**src/rtl/debug_pkg.sv**
```systemverilog
// Shared constants for the debug read-out path: state encoding, default
// bank geometry and word/byte sizing used by the dump unit and the UART debug unit.
package debug_pkg;

  localparam int DEFAULT_NUM_REGS   = 32;
  localparam int DEFAULT_DATA_WIDTH = 32;
  localparam int BYTES_PER_WORD     = DEFAULT_DATA_WIDTH / 8;

  localparam logic [1:0] ST_IDLE  = 2'd0;
  localparam logic [1:0] ST_FETCH = 2'd1;
  localparam logic [1:0] ST_SEND  = 2'd2;
  localparam logic [1:0] ST_DONE  = 2'd3;

  typedef enum logic [1:0] {
    S_IDLE  = ST_IDLE,
    S_FETCH = ST_FETCH,
    S_SEND  = ST_SEND,
    S_DONE  = ST_DONE
  } dump_state_t;

  // Byte count for an arbitrary word width, used when a module is parameterised
  // away from the default register width.
  function automatic int bytes_per_word(input int width);
    return width / 8;
  endfunction

endpackage

```
**src/rtl/word_serializer.sv**
```systemverilog
// Latches one register word and presents it MSB byte first on a registered
// valid/data pair, shifting on every accepted byte.
module word_serializer
  import debug_pkg::*;
#(
  parameter int DATA_WIDTH = DEFAULT_DATA_WIDTH
) (
  input  logic                  clk,
  input  logic                  rst,
  input  logic                  load,
  input  logic [DATA_WIDTH-1:0] data_in,
  input  logic                  tx_ready,
  output logic [7:0]            tx_data,
  output logic                  tx_valid,
  output logic                  last_byte
);

  localparam int BYTES = bytes_per_word(DATA_WIDTH);
  localparam int CW    = (BYTES > 1) ? $clog2(BYTES) : 1;

  logic [DATA_WIDTH-1:0] r_shiftReg;
  logic [CW-1:0]         r_byteCount;
  logic                  r_valid;
  logic                  w_accept;
  logic                  w_lastCount;

  assign w_accept    = r_valid & tx_ready;
  assign w_lastCount = (r_byteCount == CW'(BYTES - 1));
  assign last_byte   = w_accept & w_lastCount;

  assign tx_data  = r_shiftReg[DATA_WIDTH-1 -: 8];
  assign tx_valid = r_valid;

  // Valid drops on the final accepted byte so the owner sees one idle cycle
  // between words while the next register is fetched.
  always_ff @(posedge clk or posedge rst) begin
    if (rst) begin
      r_shiftReg  <= '0;
      r_byteCount <= '0;
      r_valid     <= 1'b0;
    end else if (load) begin
      r_shiftReg  <= data_in;
      r_byteCount <= '0;
      r_valid     <= 1'b1;
    end else if (w_accept) begin
      r_shiftReg  <= r_shiftReg << 8;
      r_byteCount <= r_byteCount + 1'b1;
      if (w_lastCount) begin
        r_valid <= 1'b0;
      end
    end
  end

endmodule

```
**src/rtl/reg_dump_unit.sv**
```systemverilog
// Walks the register bank through its debug read port on request and streams
// every word, MSB byte first, toward the UART transmitter.
module reg_dump_unit
  import debug_pkg::*;
#(
  parameter int NUM_REGS   = DEFAULT_NUM_REGS,
  parameter int DATA_WIDTH = DEFAULT_DATA_WIDTH
) (
  input  logic                        ClockIn,
  input  logic                        Reset,
  input  logic                        Start,
  output logic [$clog2(NUM_REGS)-1:0] DebugAddr,
  input  logic [DATA_WIDTH-1:0]       DebugData,
  output logic [7:0]                  TxData,
  output logic                        TxValid,
  input  logic                        TxReady,
  output logic                        Busy,
  output logic                        Done
);

  localparam int IW = $clog2(NUM_REGS);

  dump_state_t   r_state;
  dump_state_t   w_nextState;
  logic [IW-1:0] r_index;
  logic          w_load;
  logic          w_lastByte;
  logic          w_lastReg;

  assign w_lastReg = (r_index == IW'(NUM_REGS - 1));
  assign DebugAddr = r_index;
  assign Busy      = (r_state != S_IDLE);
  assign Done      = (r_state == S_DONE);

  word_serializer #(
    .DATA_WIDTH(DATA_WIDTH)
  ) u_serializer (
    .clk      (ClockIn),
    .rst      (Reset),
    .load     (w_load),
    .data_in  (DebugData),
    .tx_ready (TxReady),
    .tx_data  (TxData),
    .tx_valid (TxValid),
    .last_byte(w_lastByte)
  );

  always_ff @(posedge ClockIn or posedge Reset) begin
    if (Reset) begin
      r_state <= S_IDLE;
    end else begin
      r_state <= w_nextState;
    end
  end

  // Start is only honoured from IDLE; requests during a dump are dropped.
  always_comb begin
    w_nextState = r_state;
    w_load      = 1'b0;
    case (r_state)
      S_IDLE: begin
        if (Start) begin
          w_nextState = S_FETCH;
        end
      end
      S_FETCH: begin
        w_load      = 1'b1;
        w_nextState = S_SEND;
      end
      S_SEND: begin
        if (w_lastByte) begin
          w_nextState = w_lastReg ? S_DONE : S_FETCH;
        end
      end
      S_DONE: begin
        w_nextState = S_IDLE;
      end
      default: begin
        w_nextState = S_IDLE;
      end
    endcase
  end

  always_ff @(posedge ClockIn or posedge Reset) begin
    if (Reset) begin
      r_index <= '0;
    end else begin
      case (r_state)
        S_IDLE: begin
          if (Start) begin
            r_index <= '0;
          end
        end
        S_SEND: begin
          if (w_lastByte && !w_lastReg) begin
            r_index <= r_index + 1'b1;
          end
        end
        S_DONE: begin
          r_index <= '0;
        end
        default: begin
          r_index <= r_index;
        end
      endcase
    end
  end

endmodule
```
**config.mk**
```make
export PLATFORM = sky130hd
export DESIGN_NAME = reg_dump_unit
export DESIGN_NICKNAME = d
export VERILOG_FILES = /design/src/rtl/debug_pkg.sv /design/src/rtl/word_serializer.sv /design/src/rtl/reg_dump_unit.sv
export SDC_FILE = /design/constraint.sdc
export NUM_CORES = 1
export LEC_CHECK = 0
export BUFFER_PORTS_ARGS = -buffer_cell sky130_fd_sc_hd__buf_4
export CORE_ASPECT_RATIO = 2
export CORE_MARGIN = 8
export CORE_UTILIZATION = 56
export DETAILED_ROUTE_END_ITERATION = 12
export GPL_TIMING_DRIVEN = 0
export HOLD_SLACK_MARGIN = 0.08
export PLACE_DENSITY = 0.84
export RECOVER_POWER = 25
export SLEW_MARGIN = 15
export SYNTH_ARGS = -nofsm -noshare
export SYNTH_HDL_FRONTEND = slang
export SYNTH_SLANG_ARGS = --single-unit
```
**constraint.sdc**
```tcl
create_clock -name ClockIn -period 5.2 [get_ports ClockIn]
set_input_delay 0 -clock ClockIn [delete_from_list [all_inputs] [get_ports ClockIn]]
set_output_delay 0 -clock ClockIn [all_outputs]
set_load 0.02 [all_outputs]
```
# Word-level counts from Yosys, hierarchy flattened
# Index checks and enable logic that the tools add are counted.
# classes
n_mux,15
n_reduce_logical,10
n_addsub,2
n_bitwise,2
n_eq_ne,8
# ops
cell,count
32-bit two-way mux,2
5-bit case mux with 3 select lines,1
2-bit two-way mux,5
5-bit two-way mux,2
2-bit case mux with 4 select lines,1
2-bit == test (second input constant),3
2-bit inequality test (second input constant),3
2-bit nonzero test,3
5-bit by 1-bit adder with 5-bit output (second input constant),1
5-bit == test (second input constant),1
1-bit two-way mux,4
2-bit AND reduction,2
3-bit AND reduction,1
3-bit nonzero test,1
2-bit by 1-bit adder with 2-bit output (second input constant),1
1-bit AND,2
2-bit by 1-bit == test with 1-bit output (second input constant),1
2-bit zero test,1
1-bit logical AND,1
1-bit zero test,1
# word_totals
out_inout_bits,16
ff_bits,42
inputBits,36

# Logic depth before layout (Yosys ltp)
# logic_depth
word_depth,5
mapped_depth,6

# Cells and area by module
# From an unflattened synthesis, not the netlist that was laid out.
# unflattened
hier_cells,239
area_unflattened_um2,2427.3
# modules_own_cells
mod,cells_per_inst,area_each_um2,instances
word_serializer,194,1970.6,1
reg_dump_unit,45,456.7,1

# Least setup slack after synthesis
# Ideal clock, no wire load.
# synth_timing
path_kind,register to register
start,"reg r_index[0], in the netlist DebugAddr[0]"
end,"reg r_index[0], in the netlist DebugAddr[0]"
path_slack_ns,3.186
required_ns,5.075
stages_incl_launch_ff,7
arrival_ns,1.889
cell_sequence,dfrtp_1 ha_1 and3_1 ha_1 mux2_4 a211o_1 mux2_4
# synth_between
elab_chain_cells,5
elab_cells_between_ends,8
# synth_lines
element,line,text
from (decl),reg_dump_unit.sv:25,logic [IW-1:0] r_index;
from (signal assigned),reg_dump_unit.sv:96,r_index <= r_index + 1'b1;
from (signal assigned),reg_dump_unit.sv:103,r_index <= r_index;
"parallel branches: the longest is 5 deep, another holds 5-bit by 1-bit adder with 5-bit output",n/a,
# Several ways; the timed one is not identified. The select of a mux whose other input is x is not followed.
# A chain may end at the register's enable or synchronous reset.

==> metrics.cfg <==
[cells_and_area]
stdcell_count = 342
areaGrowthSynthToFinish_pct = 43.8
drive_gt1_share_pct = 24.2
seq_area_mm2 = 0.00105
fillCellCount = 221
antennaDiodeCount = 0
multi_input_area_um2 = 871
nNetsFinal = 336

[power_and_ir_drop]
p_int_uw = 903
pwr-share-clk_pct = 17.0
swShare_pct = 38.4
p_leak_uw = 0.00145
p_sw_uw = 562
irDropWorstVdd_mv = 0.348
p_per_area_mw_per_mm2 = 499
combPwrFrac_pct = 45.2
pwr-share-seq_pct = 37.8

[clock_network]
clock_latency_ns = 0.29
clkTransAtPathRegs_ns = 0.08
cts_num_sinks = 42
cts_tree = done
cts.htree.levels = 2
clock_path_buffers = 2
cts-root-buf = clkbuf_8
cts_resized = 0
cts_inserted_buffers = 5

[route]
dr.first_iter.drc_count = 37
wl_mm = 5.50
vias = 1775
wire_per_inst_um = 16.1
dr.max_layer_used = met4
first_pass_iters = 5
wl_met2_mm = 3.18
wl_met1_mm = 1.96
remaining_drc_errors = 0
wl_met3_um = 199
ant_nets = 0
vias_per_cell = 5.19

[yosys]
ys.warnings.count = 0
syn_nets = 243
avgSynthCellArea_um2 = 10.3
synth_top_area_share_pct = 51.4
yosysSeqAreaShare_pct = 51.4
ys_async_sr_fraction_pct = 100
synth_seq_cells = 42
yosys-top-cells-area = dfrtp_1 (51%), mux2i_1 (12%), nand2_1 (7.9%)
synth_most_common_cell = nand2_1
synth_ff_type = dfrtp_1
syn_inst = 199
syn-cell-area_mm2 = 0.00204
synth_largest_area_cell = dfrtp_1
synth_cell_types = 28
synth.top_cells.by_count = nand2_1 (43), dfrtp_1 (42), o21ai_0 (32), mux2i_1 (24), buf_4 (10)
synth_edf_count = 0

[sta]
max_clock_freq_mhz = 449
finalMaxSlewViolations = 37
period_share_pct = 42.9
fin_crit_ns = 2.23
tns_ns = 0
clock_skew_ns = 0.00751
rsz0062_at_grt = false
hold_viol_final = 0
tightestPinTransition_ns = 1.87
setup_viol = 0
maxSlewHeadroom_pct = -24.7

[grt]
grt_pass1_vias = 1960
grtUsageTotal_pct = 20.2
grt_max_degree = 37
antenna_found_initial = 0
grt_pass1_wl_mm = 9.27
overflow = 0

[critical_path]
cp_data_required_time_ns = 5.24
startpoint = Reset
path_max_fanout = 36
startpoint_type = input pin
end_kind = async pin
worstSetupPathType = in2async
critPathArrivalTime_ns = 2.27
r2r_start = DebugAddr[0]

[die]
die_x_um = 58.7
ios = 52
die_h_um = 101
die-area_mm2 = 0.00595
core_mm2 = 0.00357
rows = 31
initial_core_util_pct = 57.3

[place]
place_inst = 300
port_buffers = 51
dp_hpwl_mm = 3.73
place_congestion = 0.769

[run]
max_cap_viol_count = 1

[status]
outcome = complete, but fails checks
violations = max-capacitance violations, max-slew violations

[min_path]
min_path_type = in2async

-- routing by layer --
| layer | up-vias | track usage, % |
|---|---|---|
| met1 | 854 | 20.8 |
| met2 | 54 | 37.0 |
| met5 | - | 0 |
| met4 | 0 | 10.6 |
| li1 | 854 | - |
| met3 | 13 | 3.56 |
-- cell usage in the layout, fill, tap and decap left out --
master	count
mux2_4	2
nor3_1	1
dlygate4sd3_1	34
o32a_1	1
mux2i_1	24
bufinv_16	1
o2bb2ai_1	1
buf_4	60
ha_1	8
a211o_1	1
nand3_1	3
a21oi_1	2
nor2b_1	1
and2_1	1
xnor2_1	1
dfrtp_1	42
xor2_1	1
and3_1	1
a2111oi_0	1
nand2_1	43
a211oi_1	1
clkbuf_1	10
clkbuf_8	5
a21o_2	1
a22o_1	3
inv_1	4
buf_2	1
clkbuf_4	1
o21ai_0	32
nor2_1	2
a21o_1	1
nand2b_1	3
-- state kept, by name, summed over array words and instances, names as in the netlist --
| name | flops |
|---|---|
| u_serializer.r_shiftReg | 32 |
| DebugAddr | 5 |
| u_serializer.r_byteCount | 2 |
| r_state | 2 |
| u_serializer.tx_valid | 1 |
-- area by class of cell --
type                       instances  share of cell area, %
sequential                        42                   35.8
inverter                           4                  0.511
multi-input combinational        135                   29.6
clock inverter                     1                   1.02
buffer                            18                   3.62
clock buffer                       7                   2.60
tap                               49                   2.09
timing repair buffer              86                   24.7
-- logic make-up (layout without fill, tap and decap cells) --
kind of cell | count (synthesis) | count (layout) | share of synthesized area, %
simple gates | 55 | 55 | 11.1
compound gates | 44 | 44 | 12.6
flops | 42 | 42 | 51.4
mux | 26 | 26 | 13.2
buf+inv | 22 | 116 | 5.94
fa+ha+maj | 8 | 8 | 4.90
xor+xnor | 2 | 2 | 0.857
-- metrics by stage --
step                hold slack (ns)  area, um^2  utilization (%)  setup WS [ns]  power [uW]
detailed placement          -0.0830        2510             70.3           3.14        1180
global route                  0.223        2940             82.3           2.47        1570
CTS                           0.166        2950             82.8           3.12        1460
global placement              0.205        2490             69.7           3.17        1140
finish                        0.187        2940             82.3           2.97        1470
floorplan                     0.117        2040                -           3.19         973
-- path summary, 6_finish.rpt --
check                                         end  slack (ns)  depth (start not counted)
max                                    r_state[1]        2.97                          4
min reg2reg            u_serializer.r_shiftReg[6]        0.53                          2
min                   u_serializer.r_shiftReg[21]        0.19                          3
min in group ClockIn                   r_state[0]        0.19                          3
max reg2reg                          DebugAddr[0]        3.12                          6
max in group ClockIn                 DebugAddr[0]        3.12                          6
-- power by group through the flow --
stage               logic, uW  clock network (uW)  registers (uW)
finish                    663                 250             554
global placement          596                   0             546
detailed placement        625                   0             557
global route              736                 264             568
floorplan                 437                   0             536
CTS                       651                 254             550
-- critical path, cell delays in order --
cell and delay [ns]:
dlygate4sd3_1 0.54, clkbuf_4 0.13, inv_1 0.20, clkbuf_1 1.38
-- timing repair --
action                                 4_1_cts  5_1_grt
setup endpoints to repair                    0        0
buffers inserted                             0        0
endpoints found under the hold margin       76        0
hold buffers                                34        0
Power figures use the tool's default switching activity.
